**config.mk**
```make
export PLATFORM = sky130hd
export DESIGN_NAME = wdg_rst_gen
export DESIGN_NICKNAME = d
export VERILOG_FILES = /design/src/rtl/wdg_pkg.sv /design/src/rtl/wdg_rst_timer.sv /design/src/rtl/wdg_rst_gen.sv
export SDC_FILE = /design/constraint.sdc
export NUM_CORES = 1
export LEC_CHECK = 0
export CAP_MARGIN = 20
export CELL_PAD_IN_SITES_DETAIL_PLACEMENT = 1
export CELL_PAD_IN_SITES_GLOBAL_PLACEMENT = 2
export CORE_ASPECT_RATIO = 0.6
export CORE_MARGIN = 5
export CORE_UTILIZATION = 30
export DETAILED_ROUTE_END_ITERATION = 10
export HOLD_SLACK_MARGIN = 0.02
export PLACE_DENSITY = 0.82
export SYNTH_ARGS = -nofsm -noshare
export SYNTH_HDL_FRONTEND = slang
export SYNTH_SLANG_ARGS = --single-unit
export TNS_END_PERCENT = 1
```
**constraint.sdc**
```tcl
create_clock -name clk_i -period 3.8 [get_ports clk_i]
set_input_delay 0.38 -clock clk_i [delete_from_list [all_inputs] [get_ports clk_i]]
set_output_delay 0.38 -clock clk_i [all_outputs]
set_load 0.02 [all_outputs]
```
**src/rtl/wdg_pkg.sv**
```systemverilog
// Shared types and defaults for the watchdog reset generator.
package wdg_pkg;

    typedef enum logic [1:0] {IDLE, ASSERT, GUARD} wdg_rst_state_e;

    localparam int unsigned DEF_MIN_LEN   = 2;
    localparam int unsigned DEF_GUARD_CYC = 8;
    localparam int unsigned RST_CNT_WIDTH = 8;

endpackage

```
**src/rtl/wdg_rst_timer.sv**
```systemverilog
// Loadable down-counter with zero flag; shared by the ASSERT and GUARD phases.
module wdg_rst_timer #(
    parameter int unsigned LEN_WIDTH = 16
) (
    input  logic                 clk_i,
    input  logic                 rst_n_i,
    input  logic                 load_i,
    input  logic [LEN_WIDTH-1:0] load_val_i,
    input  logic                 dec_i,
    output logic [LEN_WIDTH-1:0] cnt_o,
    output logic                 zero_o
);

    logic [LEN_WIDTH-1:0] cnt_q;

    always_ff @(posedge clk_i) begin
        if (!rst_n_i) begin
            cnt_q <= '0;
        end else if (load_i) begin
            cnt_q <= load_val_i;
        end else if (dec_i && (cnt_q != '0)) begin
            cnt_q <= cnt_q - LEN_WIDTH'(1);
        end
    end

    assign cnt_o  = cnt_q;
    assign zero_o = (cnt_q == '0);

endmodule

```
**src/rtl/wdg_rst_gen.sv**
```systemverilog
// Watchdog reset pulse generator: trigger -> programmable reset pulse -> guard window.
// Optional saturating reset counter built when WDG_RST_CNT_EN is defined.
module wdg_rst_gen
    import wdg_pkg::*;
#(
    parameter int unsigned LEN_WIDTH = 16,
    parameter int unsigned GUARD_CYC = DEF_GUARD_CYC,
    parameter int unsigned MIN_LEN   = DEF_MIN_LEN
) (
    input  logic                     clk_i,
    input  logic                     rst_n_i,
    input  logic                     en_i,
    input  logic                     trig_i,
    input  logic [LEN_WIDTH-1:0]     rst_len_i,
    input  logic                     clr_cause_i,
    output logic                     rst_o,
    output logic                     busy_o,
    output logic                     cause_o,
    output logic [RST_CNT_WIDTH-1:0] rst_cnt_o
);

    wdg_rst_state_e state_q, state_d;
    logic rst_q, rst_d;
    logic busy_q, busy_d;
    logic cause_q, cause_d;
    logic accept;

    logic                 tmr_load;
    logic                 tmr_dec;
    logic [LEN_WIDTH-1:0] tmr_val;
    logic [LEN_WIDTH-1:0] tmr_cnt;
    logic                 tmr_zero;

    logic [LEN_WIDTH-1:0] min_len;
    logic [LEN_WIDTH-1:0] eff_len;

    assign min_len = LEN_WIDTH'(MIN_LEN);
    assign eff_len = (rst_len_i < min_len) ? min_len : rst_len_i;

    wdg_rst_timer #(
        .LEN_WIDTH (LEN_WIDTH)
    ) u_timer (
        .clk_i      (clk_i),
        .rst_n_i    (rst_n_i),
        .load_i     (tmr_load),
        .load_val_i (tmr_val),
        .dec_i      (tmr_dec),
        .cnt_o      (tmr_cnt),
        .zero_o     (tmr_zero)
    );

    always_comb begin
        state_d  = state_q;
        rst_d    = rst_q;
        busy_d   = busy_q;
        cause_d  = cause_q;
        accept   = 1'b0;
        tmr_load = 1'b0;
        tmr_dec  = 1'b0;
        tmr_val  = '0;

        unique case (state_q)
            IDLE: begin
                if (trig_i && en_i) begin
                    accept   = 1'b1;
                    state_d  = ASSERT;
                    rst_d    = 1'b1;
                    busy_d   = 1'b1;
                    tmr_load = 1'b1;
                    tmr_val  = eff_len - LEN_WIDTH'(1);
                end
            end
            // Triggers and en_i are deliberately not looked at while busy.
            ASSERT: begin
                if (tmr_zero) begin
                    state_d  = GUARD;
                    rst_d    = 1'b0;
                    tmr_load = 1'b1;
                    tmr_val  = LEN_WIDTH'(GUARD_CYC - 1);
                end else begin
                    tmr_dec = 1'b1;
                end
            end
            GUARD: begin
                if (tmr_zero) begin
                    state_d = IDLE;
                    busy_d  = 1'b0;
                end else begin
                    tmr_dec = 1'b1;
                end
            end
            default: begin
                state_d = IDLE;
                rst_d   = 1'b0;
                busy_d  = 1'b0;
            end
        endcase

        // A new acceptance wins over a simultaneous clear.
        if (accept) begin
            cause_d = 1'b1;
        end else if (clr_cause_i) begin
            cause_d = 1'b0;
        end
    end

    always_ff @(posedge clk_i) begin
        if (!rst_n_i) begin
            state_q <= IDLE;
            rst_q   <= 1'b0;
            busy_q  <= 1'b0;
            cause_q <= 1'b0;
        end else begin
            state_q <= state_d;
            rst_q   <= rst_d;
            busy_q  <= busy_d;
            cause_q <= cause_d;
        end
    end

`ifdef WDG_RST_CNT_EN
    logic [RST_CNT_WIDTH-1:0] cnt_q, cnt_d;

    always_comb begin
        cnt_d = cnt_q;
        if (accept) begin
            if (clr_cause_i) begin
                cnt_d = RST_CNT_WIDTH'(1);
            end else if (cnt_q != '1) begin
                cnt_d = cnt_q + RST_CNT_WIDTH'(1);
            end
        end else if (clr_cause_i) begin
            cnt_d = '0;
        end
    end

    always_ff @(posedge clk_i) begin
        if (!rst_n_i) begin
            cnt_q <= '0;
        end else begin
            cnt_q <= cnt_d;
        end
    end

    assign rst_cnt_o = cnt_q;
`else
    assign rst_cnt_o = '0;
`endif

    assign rst_o   = rst_q;
    assign busy_o  = busy_q;
    assign cause_o = cause_q;

endmodule

```
After elaboration in Yosys (flattened, before gate mapping)
Cells that the tools add are included.
{"block": "totals", "register_bits": 21, "wordCells": 48, "rom_bits": 0, "output_inout_bits": 11, "n_memories": 0, "latchBits": 0, "mem_bits_rw": 0}
{"block": "classes", "n_div": 0, "muxes": 22, "shifts": 0, "n_mul": 0, "reduce_logical": 11, "n_eq_ne": 5, "magnitude_cmp": 1, "n_addsub": 2, "n_bitwise": 2}
{"op": "$mux 16", "count": 4}
{"op": "$pmux 16 s2", "count": 1}
{"op": "$sub 16x1->16 const B", "count": 2}
{"op": "$logic_not 16->1", "count": 1}
{"op": "$lt 16x2->1 const B", "count": 1}
{"op": "$reduce_bool 16->1", "count": 1}
{"op": "$mux 1", "count": 9}
{"op": "$reduce_and 3->1", "count": 3}
{"op": "$mux 2", "count": 3}
{"op": "$ne 2x2->1 const B", "count": 3}
{"op": "$pmux 1 s3", "count": 2}
{"op": "$pmux 2 s3", "count": 1}
{"op": "$reduce_bool 2->1", "count": 2}
{"op": "$mux 3", "count": 1}
{"op": "$eq 2x1->1 const B", "count": 1}
{"op": "$eq 2x2->1 const B", "count": 1}
{"op": "$logic_and 1x1->1", "count": 2}
{"op": "$logic_not 2->1", "count": 1}
{"op": "$not 1->1", "count": 2}
{"op": "$pmux 1 s2", "count": 1}
{"op": "$reduce_or 2->1", "count": 1}

Depth between registers and ports, before layout
{"block": "logic_depth", "ltp_word": 6, "ltp_mapped": 11, "mapped_depth_nobuf": 9}

By module
Synthesis repeated with hierarchy kept, for this count alone.
{"block": "hier_totals", "cells_unflattened": 222, "hier_area_um2": 1704.1}
{"mod": "wdg_rst_timer", "n_inst": 1, "area_per_inst_um2": 922.1, "cells_each": 114, "seq_area_each_um2": 320.3}
{"mod": "wdg_rst_gen", "n_inst": 1, "area_per_inst_um2": 782.0, "cells_each": 108, "seq_area_each_um2": 100.1}

Worst setup path after synthesis
No wires, ideal clock.
{"block": "synth_path", "kind": "input port to flip-flop", "from": "input port rst_len_i[12]", "to": "register u_timer.cnt_q[8] (netlist: u_timer.cnt_o[8])", "path_slack_ps": 455, "n_path_buf": 2, "arrival_ps": 3285, "cell_stages": 11, "t_required_ps": 3740, "cell_sequence": "or4_4 > or4b_4 > buf_6 > o21ai_1 > ha_1 > or4b_1 > clkbuf_1 > or3_1 > a21oi_1 > o22a_1 > o221a_1"}
{"block": "synth_via", "elab_chain_cells": 6}
{"item": "start, declared", "line": "wdg_rst_gen.sv:14", "text": "input logic [LEN_WIDTH-1:0] rst_len_i,"}
{"item": "$lt 16x2->1", "line": "wdg_rst_gen.sv:38", "text": "assign eff_len = (rst_len_i < min_len) ? min_len : rst_len_i;"}
{"item": "$mux 16", "line": "wdg_rst_gen.sv:38"}
{"item": "$sub 16x1->16", "line": "wdg_rst_gen.sv:70", "text": "tmr_val = eff_len - LEN_WIDTH'(1);"}
{"item": "$mux 16", "line": "wdg_rst_gen.sv:64", "text": "if (trig_i && en_i) begin"}
{"item": "$pmux 16 s2", "line": "wdg_rst_gen.sv:62", "text": "unique case (state_q)"}
{"item": "$mux 16", "line": "wdg_rst_timer.sv:19", "text": "end else if (load_i) begin"}
{"item": "end signal, assigned", "line": "wdg_rst_timer.sv:20", "text": "cnt_q <= load_val_i;"}
{"item": "end signal, assigned", "line": "wdg_rst_timer.sv:22", "text": "cnt_q <= cnt_q - LEN_WIDTH'(1);"}
{"item": "end, declared", "line": "wdg_rst_timer.sv:14", "text": "logic [LEN_WIDTH-1:0] cnt_q;"}
Every way passes these cells.
A chain may end at the register's enable or synchronous reset.

Final worst setup path
{"block": "layout_path", "from": "input port rst_len_i[4]", "to": "register u_timer.cnt_q[14] (netlist: u_timer.cnt_o[14])"}
{"block": "layout_via", "elab_chain_cells": 6}
{"item": "$lt 16x2->1", "line": "wdg_rst_gen.sv:38"}
{"item": "$mux 16 (*)", "line": "wdg_rst_gen.sv:38"}
{"item": "$sub 16x1->16 (*)", "line": "wdg_rst_gen.sv:70"}
{"item": "$mux 16 (*)", "line": "wdg_rst_gen.sv:64"}
{"item": "$pmux 16 s2 (*)", "line": "wdg_rst_gen.sv:62"}
{"item": "$mux 16 (*)", "line": "wdg_rst_timer.sv:19"}
Mark *: on every way between the ends. The rest lies on a longest branch, timed or not.

==> impl_metrics.toml <==
[sta]
fin_skew_ps = 1.87
rsz0062_at_grt = "no"
fin_crit_sh = 0.918
setup-violations-final = 0
drv_slew = 0
tns_ps = 0
fin_ws_ps = 312
slew_headroom = 0.337
min_period_ps = 3490
hold_violations = 0
timing.fmax_ghz = 0.287
tightest_slew_ps = 993

[floorplan]
die_h_um = 69.3
design.portCount = 32
dieWidth_um = 109
core_um2 = 5620
dieArea_um2 = 7550
rows = 21
initial_core_util = 0.313

[route]
drt_pass1_iterations = 5
wl_met3_um = 393
top_layer = "met4"
wl_per_cell_um = 17.4
drtAntennaViolNets = 0
drt-total-wl_mm = 5.73
drc = 0
vias = 1806
wl_met2_mm = 2.20
drt_iter0_markers = 112
vias_per_cell = 5.49
wl_met1_mm = 3.12

[global_route]
grt_pass1_wl_mm = 9.36
grt_start_max_net_pins = 16
grt_pass1_vias = 1738
antenna_found_initial = 0
track_usage = 0.156
grt_overflow = 0

[yosys]
syn_inst = 223
synthFlopType = "dfxtp_1"
synth-simple-area-share = 0.262
ys_seq_area_frac = 0.239
synth.distinct_cells = 56
synth_compound_area_frac = 0.296
netlist.area_leader.share = 0.239
ys_ff_latch = 21
synthTopCellsByCount = "dfxtp_1 (21), a21oi_1 (17), nor2_1 (17)"
ys_top_cells_by_area = "dfxtp_1 (24%), a21oi_1 (4.8%), ha_1 (4.3%)"
yosysWarnings = 0
synth_top_family_by_area = "compound AO/OA/AOI/OAI gates"
synthArstFlopShare = 0
synth-edff-count = 0
synth_area_um2 = 1760
yosysTopAreaCell = "dfxtp_1"
synth-xor-area-share = 0.0647
synthMuxAreaShare = 0.0114
yosys.area_share.adder = 0.0426
yosysMostFrequentCell = "dfxtp_1"
syn_area_per_cell_um2 = 7.89

[setup_path]
ff2ff_path_depth = 5
critPathKind = "in -> reg"
reg2reg_setup_slack_ps = 1270
startpoint = "rst_len_i[4]"
crit_arrival_ps = 3650
worst_setup_path_end_kind = "flip-flop"
crit_fanout = 4
startpoint_type = "input pin"
worstPathRequired_ps = 3970
timing.rr.end = "u_timer.cnt_o[1]"
worst_r2r_startpoint = "state_q[1]"
critPathCapture = "u_timer.cnt_o[14]"

[pwr]
switching_share = 0.519
switching_power_uw = 907
sequentialPowerShare = 0.237
p_int_uw = 839
leakagePower_uw = 0.000801
power_density_nw_per_um2 = 816
vdd_drop_max_mv = 0.373
p_clk_frac = 0.089
power_frac_comb = 0.673

[clock_tree]
htreeDepth = 1
cts_hold_buf = 0
clock-sinks = 21
cts_inserted_buffers = 3
cts_tree = "done"
cts_max_path_buffers = 2
clock-root-buffer = "clkbuf_8"
post_cts_buffers = 0
clkTransAtPathRegs_ps = 80
ctsResizeCount = 0
clk_latency_ps = 270

[place]
numPortBuffers = 23
hpwl_mm = 4.67
place_inst = 325
gp_congestion = 0.845
placed_cell_area_um2 = 2090
dp_slack_ps = 30.5

[outcome]
status = "completed"

[cells_and_area]
fillers = 707
antenna_cells = 0
layout-drive-gt1-share = 0.120
instances_no_fill = 329
final_nets = 277
final_cell_area_um2 = 2140
syn_to_final_growth_pct = 21.5

[worst_hold_path]
hp-class = "reg -> reg"

[run]
cap_violations = 0
## cell type report
cell class / instances / area, µm² / share of cell area
multi-input combinational: 181 / 1220 / 0.571
inverter: 8 / 30.0 / 0.0140
timing repair buffer: 35 / 320 / 0.150
clock buffer: 3 / 41.3 / 0.0193
tap: 80 / 100 / 0.0468
sequential: 21 / 420 / 0.196
clock inverter: 1 / 5.00 / 0.00234
## power groups by stage
stage / sequential, µW / clock [µW] / combinational [µW]
finish: 414 / 156 / 1180
global route: 427 / 168 / 1290
global placement: 415 / 0 / 1130
detailed placement: 417 / 0 / 1150
floorplan: 399 / 0 / 845
CTS: 413 / 158 / 1160
## flip-flops by register name (all words and copies together) (netlist names)
signal	cells
u_timer.cnt_o	16
state_q	2
busy_o	1
cause_o	1
rst_o	1
## metrics by stage
stage	utilization	total power [µW]	hold slack, ps
2_1_floorplan	-	1240	471
3_3_place_gp	0.372	1550	466
3_5_place_dp	0.372	1570	471
4_1_cts	0.381	1730	489
5_1_grt	0.381	1890	517
6_report	0.381	1750	480
## worst max-delay path, cell delays in order
cell             delay, ps
clkdlybuf4s50_1        460
or4_4                  590
or4b_4                 500
o21ai_1                190
ha_1                   190
or4b_1                 510
buf_4                  190
nor4_1                 220
xnor2_1                160
o32ai_1                100
o211a_1                150
## worst min path at each step
stage / from / to / slack (ps) / depth (start not counted)
floorplan: state_q[0] / state_q[0] / 470 / 2
global placement: cause_o / cause_o / 470 / 2
detailed placement: cause_o / cause_o / 470 / 2
CTS: cause_o / cause_o / 490 / 2
global route: cause_o / cause_o / 520 / 2
finish: cause_o / cause_o / 480 / 2
## routing by layer
metal	GRT usage	up-vias
li1	-	885
met1	0.254	863
met2	0.203	56
met3	0.0419	2
met4	0.0126	0
met5	0	-
## cell families after synthesis
group / Yosys count
flip-flops: 21
AND/OR/NAND/NOR: 82
adder cells (fa/ha/maj): 6
other: 1
XOR/XNOR: 13
buffers and inverters: 28
multiplexers: 2
AO/OA/AOI/OAI: 70
## layout by cell type (no fill, tap or decap), types with 3 or more instances in the layout
master / synthesis / routed
clkdlybuf4s50_1: 0 / 23
dfxtp_1: 21 / 21
nor2_1: 17 / 17
a21oi_1: 17 / 17
nor3_1: 12 / 12
buf_4: 8 / 12
nand2_1: 11 / 11
inv_1: 8 / 8
conb_1: 1 / 8
nor4_1: 7 / 7
xor2_1: 7 / 7
nand3_1: 6 / 6
xnor2_1: 6 / 6
ha_1: 6 / 6
and3_1: 5 / 5
o31ai_1: 5 / 5
o21ai_0: 5 / 5
or3_1: 5 / 5
o21ai_1: 4 / 4
a31oi_1: 4 / 4
o211ai_1: 4 / 4
o22ai_1: 4 / 4
and4_1: 3 / 3
o32ai_1: 3 / 3
o211a_1: 3 / 3
clkbuf_8: 0 / 3
Power figures use the tool's default switching activity.
